$ cat src/rtl/led_frame_serializer.sv
// Latches a set of NUM_LEDS packed LED frames and presents them one bit per
// bit_rqst to the LED bit-timing encoder, flagging frame and set boundaries.
module led_frame_serializer #(
  parameter int unsigned NUM_LEDS     = 8,
  parameter int unsigned BITS_PER_LED = 24,
  parameter bit          MSB_FIRST    = 1'b1,
  localparam int unsigned LW = (NUM_LEDS > 1) ? $clog2(NUM_LEDS) : 1,
  localparam int unsigned BW = $clog2(BITS_PER_LED)
) (
  input  logic                             clk,
  input  logic                             rst,
  input  logic                             start,
  input  logic                             abort,
  input  logic [NUM_LEDS*BITS_PER_LED-1:0] frames_in,
  input  logic                             bit_rqst,
  output logic                             bit_to_transmit,
  output logic                             bit_valid,
  output logic                             busy,
  output logic                             frame_done,
  output logic                             set_done,
  output logic [LW-1:0]                    led_idx,
  output logic [BW-1:0]                    bit_idx
);

  localparam int unsigned TOTAL = NUM_LEDS * BITS_PER_LED;
  localparam int unsigned SW    = $clog2(TOTAL);

  typedef enum logic {IDLE = 1'b0, SHIFT = 1'b1} state_t;

  state_t                r_state,   w_state_nxt;
  logic [TOTAL-1:0]      r_shadow,  w_shadow_nxt;
  logic [LW-1:0]         r_led_idx, w_led_idx_nxt;
  logic [BW-1:0]         r_bit_idx, w_bit_idx_nxt;
  logic                  r_frame_done, w_frame_done_nxt;
  logic                  r_set_done,   w_set_done_nxt;

  logic [SW-1:0]           w_base;
  logic [BITS_PER_LED-1:0] w_frame;
  logic [BW-1:0]           w_pos;
  logic                    w_last_bit;
  logic                    w_last_led;

  // Bit selection from the shadow copy; the shadow is the only data source once a set runs.
  assign w_base  = SW'(r_led_idx) * SW'(BITS_PER_LED);
  assign w_frame = r_shadow[w_base +: BITS_PER_LED];
  assign w_pos   = MSB_FIRST ? (BW'(BITS_PER_LED - 1) - r_bit_idx) : r_bit_idx;

  assign w_last_bit = (r_bit_idx == BW'(BITS_PER_LED - 1));
  assign w_last_led = (r_led_idx == LW'(NUM_LEDS - 1));

  always_ff @(posedge clk) begin
    if (rst) begin
      r_state      <= IDLE;
      r_shadow     <= '0;
      r_led_idx    <= '0;
      r_bit_idx    <= '0;
      r_frame_done <= 1'b0;
      r_set_done   <= 1'b0;
    end else begin
      r_state      <= w_state_nxt;
      r_shadow     <= w_shadow_nxt;
      r_led_idx    <= w_led_idx_nxt;
      r_bit_idx    <= w_bit_idx_nxt;
      r_frame_done <= w_frame_done_nxt;
      r_set_done   <= w_set_done_nxt;
    end
  end

  always_comb begin
    w_state_nxt      = r_state;
    w_shadow_nxt     = r_shadow;
    w_led_idx_nxt    = r_led_idx;
    w_bit_idx_nxt    = r_bit_idx;
    w_frame_done_nxt = 1'b0;
    w_set_done_nxt   = 1'b0;
    case (r_state)
      IDLE: begin
        // abort beats start so a simultaneous pair leaves the block idle
        if (start && !abort) begin
          w_shadow_nxt  = frames_in;
          w_led_idx_nxt = '0;
          w_bit_idx_nxt = '0;
          w_state_nxt   = SHIFT;
        end
      end
      SHIFT: begin
        if (abort) begin
          w_state_nxt   = IDLE;
          w_led_idx_nxt = '0;
          w_bit_idx_nxt = '0;
        end else if (bit_rqst) begin
          if (!w_last_bit) begin
            w_bit_idx_nxt = r_bit_idx + BW'(1);
          end else if (!w_last_led) begin
            w_bit_idx_nxt    = '0;
            w_led_idx_nxt    = r_led_idx + LW'(1);
            w_frame_done_nxt = 1'b1;
          end else begin
            w_bit_idx_nxt    = '0;
            w_led_idx_nxt    = '0;
            w_frame_done_nxt = 1'b1;
            w_set_done_nxt   = 1'b1;
            w_state_nxt      = IDLE;
          end
        end
      end
      default: w_state_nxt = IDLE;
    endcase
  end

  assign busy            = (r_state == SHIFT);
  assign bit_valid       = (r_state == SHIFT);
  assign bit_to_transmit = (r_state == SHIFT) & w_frame[w_pos];
  assign frame_done      = r_frame_done;
  assign set_done        = r_set_done;
  assign led_idx         = r_led_idx;
  assign bit_idx         = r_bit_idx;

endmodule

$ cat config.mk
export PLATFORM = sky130hd
export DESIGN_NAME = led_frame_serializer
export DESIGN_NICKNAME = d
export VERILOG_FILES = /design/src/rtl/led_frame_serializer.sv
export SDC_FILE = /design/constraint.sdc
export NUM_CORES = 1
export LEC_CHECK = 0
export ABC_AREA = 1
export BUFFER_PORTS_ARGS = -buffer_cell sky130_fd_sc_hd__buf_2
export CORE_ASPECT_RATIO = 0.7
export CORE_MARGIN = 2
export CORE_UTILIZATION = 45
export CTS_BUF_LIST = sky130_fd_sc_hd__clkbuf_4 sky130_fd_sc_hd__clkbuf_8 sky130_fd_sc_hd__clkbuf_16
export DETAILED_ROUTE_END_ITERATION = 7
export GPL_ROUTABILITY_DRIVEN = 0
export PLACE_DENSITY_LB_ADDON = 0.12
export SLEW_MARGIN = 15
export SYNTH_ARGS = -nofsm -noshare
export SYNTH_HDL_FRONTEND = slang
export SYNTH_SLANG_ARGS = --single-unit
$ cat constraint.sdc
create_clock -name clk -period 3.8 [get_ports clk]
set_input_delay 0.76 -clock clk [delete_from_list [all_inputs] [get_ports clk]]
set_output_delay 0.76 -clock clk [all_outputs]
set_load 0.02 [all_outputs]
# Word level (Yosys, flattened, before mapping)
# Index checks and enable logic that the tools add are counted.
dict set report classes {
  n_mux 21
  n_addsub 3
  bitwise 4
  reduce_logical 7
  n_eq_ne 5
  magnitude_cmp 1
  shift 1
  mul 1
}
# cell n
set ops {}
lappend ops {{$shiftx 192x9->24} 1}
lappend ops {{$mux 5} 4}
lappend ops {{$mux 3} 5}
lappend ops {{$pmux 5 s2} 1}
lappend ops {{$mux 1} 8}
lappend ops {{$lt 5x6->1 const B} 1}
lappend ops {{$pmux 3 s2} 1}
lappend ops {{$add 5x1->5 const B} 1}
lappend ops {{$bmux 1 s5} 1}
lappend ops {{$eq 5x5->1 const B} 1}
lappend ops {{$mul 3x2->5 const B} 1}
lappend ops {{$reduce_or 5->1} 1}
lappend ops {{$sub 5x5->5 const A} 1}
lappend ops {{$reduce_and 2->1} 2}
lappend ops {{$reduce_or 4->1} 1}
lappend ops {{$add 3x1->3 const B} 1}
lappend ops {{$eq 3x3->1 const B} 1}
lappend ops {{$ne 3x2->1 const B} 1}
lappend ops {{$ne 3x3->1 const B} 1}
lappend ops {{$not 1->1} 3}
lappend ops {{$reduce_and 3->1} 1}
lappend ops {{$ne 2x2->1 const B} 1}
lappend ops {{$pmux 1 s2} 1}
lappend ops {{$and 1x1->1} 1}
lappend ops {{other kinds (2)} 2}
dict set report word_totals {
  elab_cells 49
  ff_bits 203
  out_inout_bits 13
  in_bits 197
}

# Longest topological paths before layout
dict set report depth {
  ltp_word 6
  mapped_depth 14
  depth_no_buf 11
}

# Worst setup path after synthesis
# OpenSTA, ideal clock, no wires.
dict set report synth_path {
  kind {register -> output}
  from {register r_led_idx[1] (netlist: led_idx[1])}
  to {output port bit_to_transmit}
  arrival_ns 1.724
  n_path_buf 3
  path_slack_ns 1.316
  path_stages_with_launch 14
  required_ns 3.040
  path_cell_list {dfxtp_1 > buf_2 > inv_2 > buf_6 > buf_2 > nand3_1 > nand3_1 > nand3_1 > nand2_1 > nand2_1 > nand3_1 > nand3_1 > nand3_1 > a21oi_2}
}
dict set report synth_via {
  elab_chain_cells 5
}
# element line
set synth_rtl {}
lappend synth_rtl {{start, declared} 32} ;# logic [LW-1:0] r_led_idx, w_led_idx_nxt;
lappend synth_rtl {{start signal, assigned} 62} ;# r_led_idx <= w_led_idx_nxt;
lappend synth_rtl {{$mul 3x2->5} 44} ;# assign w_base = SW'(r_led_idx) * SW'(BITS_PER_LED);
lappend synth_rtl {{$shiftx 192x9->24} 45} ;# assign w_frame = r_shadow[w_base +: BITS_PER_LED];
lappend synth_rtl {{$bmux 1 s5} 113} ;# assign bit_to_transmit = (r_state == SHIFT) & w_frame[w_pos];
lappend synth_rtl {{$mux 1 (not written as such)} 113}
lappend synth_rtl {{$and 1x1->1} 113}
lappend synth_rtl {{end, declared} 16} ;# output logic bit_to_transmit,
# Every way passes these cells. The select of a mux whose other input is x is not followed.

# Worst setup path after layout
dict set report layout_path {
  from {register r_led_idx[0] (netlist: led_idx[0])}
  to {output port bit_to_transmit}
}
# The elaborated chain is that of the path after synthesis.

==> metrics.txt <==
Die Ht 122.3 µm; fmax 0.2900 GHz; syn_nets 1538; Setup WS post-layout 0.3517 ns; post-layout min period 3.448 ns; Leakage 4.603 nW; first-pass GRT wire length 43.14 mm; # hold bufs at CTS 0; sequential element share of the synthesized area 0.4517; H-tree Lvls 1; final wirelength 28.56 mm; dominant synthesized flop cell dfxtp_1; worst r2r dst r_shadow[34]$_SDFFE_PP0P_; cell taking the most area after synthesis dfxtp_1; top cells by count, synth 393 x nor2_1, 228 x nand2_1, 203 x dfxtp_1, 193 x o21ai_0, 163 x nand3_1; largest net degree at the start of global routing 193; area of the core 19690 µm²; Netlist cell types 28; power density cells 488.7 nW/µm²; CP Class reg2out; Cell Area, Placed 10060 µm²; effective utilization at floorplan 0.4569; Post-Synthesis Cells 1337; Overall Global Routing Usage 0.2603; setup TNS 0 ns; total DRC errors in the routed layout 0; Final Setup Violations 0; Bufs on Longest Clock Path 3; std cell rows 43; DRT iter0 DRCs 1010; Worst Skew 0.01356 ns; GR Overflow Total 0; max-cap violations 0; vias 9188; RSZ-0062 raised after global routing no; synthesis-stage register bit count 203; IO Pins 210; async set-reset flop share out of synthesis 0; Antenna Nets Post-Route 0; Worst-path clk slew 0.06 ns; WP data arrival 2.69 ns; Post-DP HPWL 20.33 mm; TritonCTS Sinks 203; Hold Crit Class reg2reg; reg2reg start bit_valid$_SDFF_PP0_; headroom to the max-slew limit 0.3438; Fin. Hold Viols 0; Synth top area share 0.4517; Worst Path Required 3.04 ns; r2r setup slk 1.74 ns; Max FO, Critical Path 37; Setup crit end bit_to_transmit; postcts setup bufs 0; number of synthesized flops with an enable pin 0; Layout area overhead 19.36%; vias per inst 5.223; VDD IR max 0.2798 mV; initial antenna violation count 0; startpoint type of the worst setup path register; final period utilization 0.9074; Die X 173.0 µm; Root Buffer clkbuf_16; Antenna Cells 0; most common cell in the netlist nor2_1; R2R depth 6; Slew @ Worst Pin 0.9843 ns; vias in the first global route 7737; Final Cell Area 10740 µm²; clk_lat worst skew 0.50 ns; DR pass1 iterations 6; Synthesis Warnings 0; status complete, no violations; Syn Std Cell Area 8997 µm²; Finished Core Util 0.5454; Port-buffer cells 209; Post-Syn Area per Cell 6.730 µm²; setup slack after placement 0.8878 ns; Final nets 1677; largest cells by area after synthesis dfxtp_1 45%, nor2_1 16%, o21ai_0 11%; layout cells sized above 1 0.1793; overall die area 21160 µm²; Slew Limit Fails 0; CTS tree built; Worst setup EP type primary output; Crit. Startpoint led_idx[0]$_SDFFE_PP0P_; WL per Instance 16.24 µm; cts repair resizes 0; Num CTS Buffers 20
==> kinds of logic (layout without fill, tap and decap cells) <==
family	Yosys count	after routing	share of synthesized area
adder cells (fa/ha/maj)	4	4	0.005563
flip-flops	203	203	0.4517
AO/OA/AOI/OAI	218	218	0.1247
AND/OR/NAND/NOR	792	792	0.3546
buffers and inverters	120	272	0.06341
==> how the worst min path moves through the flow <==
stage / startpoint / endpoint / depth (start not counted)
6_report: r_shadow[50]$_SDFFE_PP0P_ / r_shadow[50]$_SDFFE_PP0P_ / 2
5_1_grt: r_shadow[16]$_SDFFE_PP0P_ / r_shadow[16]$_SDFFE_PP0P_ / 2
4_1_cts: r_shadow[41]$_SDFFE_PP0P_ / r_shadow[41]$_SDFFE_PP0P_ / 2
3_5_place_dp: r_shadow[87]$_SDFFE_PP0P_ / r_shadow[87]$_SDFFE_PP0P_ / 2
3_3_place_gp: r_shadow[87]$_SDFFE_PP0P_ / r_shadow[87]$_SDFFE_PP0P_ / 2
2_1_floorplan: r_shadow[167]$_SDFFE_PP0P_ / r_shadow[167]$_SDFFE_PP0P_ / 2
==> flip-flops by register name, indices dropped and copies added (netlist names) <==
register and cells:
r_shadow 192, bit_idx 5, led_idx 3, bit_valid 1, frame_done 1, set_done 1
==> per-layer routing <==
metal / track usage / up-vias / part of all wire
met1: 0.4200 / 4128 / 0.50
met3: 0.06289 / 41 / 0.11
met2: 0.3375 / 395 / 0.37
met4: 0.05508 / 0 / 0.018
met5: 0 / - / 0
li1: - / 4624 / -
==> power breakdown <==
group          switching [W]  internal, W  total [W]
Sequential          0.000102      0.00228    0.00238
Clock               0.000825      0.00121    0.00203
Combinational       0.000533     0.000304   0.000837
==> area by class of cell <==
class	instances	area, µm²
fill	2032	8952
multi-input combinational	1014	4375
sequential	203	4069
timing repair buffer	220	1204
clock buffer	29	623.1
tap	270	337.8
inverter	17	73.82
clock inverter	6	56.30
==> through the flow <==
stage / power (W) / cells / hold slack (ns)
6_report: 0.005248 / 1759 / 0.4844
5_1_grt: 0.005480 / 1759 / 0.5043
4_1_cts: 0.005254 / 1759 / 0.4866
3_5_place_dp: 0.003246 / 1724 / 0.4704
3_3_place_gp: 0.003238 / 1724 / 0.4629
2_1_floorplan: 0.002943 / 1337 / 0.4495
==> cells in the final DEF, fill, tap and decap left out, types with 3 or more instances in the layout <==
cell type  instances
buf_4              5
a21oi_1           11
nor3_1             5
inv_4              3
buf_12             6
ha_1               4
nand3_1          162
nor2_1           393
clkinv_2           4
clkbuf_16         21
buf_2            209
inv_2              3
clkbuf_8           6
inv_1             10
nand2_1          228
dfxtp_1          201
o21ai_0          193
==> worst max-delay path: stages (launching register included) <==
cell and delay, ns:
dfxtp_4 0.42, inv_4 0.29, buf_12 0.25, nand2_1 0.07, nand3_1 0.18, nand3_1 0.15, nand3_1 0.10, nand2_1 0.06
nand2_1 0.05, nand3_1 0.08, nand3_1 0.08, nand3_1 0.09, a21oi_2 0.15, buf_2 0.19
(Power assumes the default switching activity.)
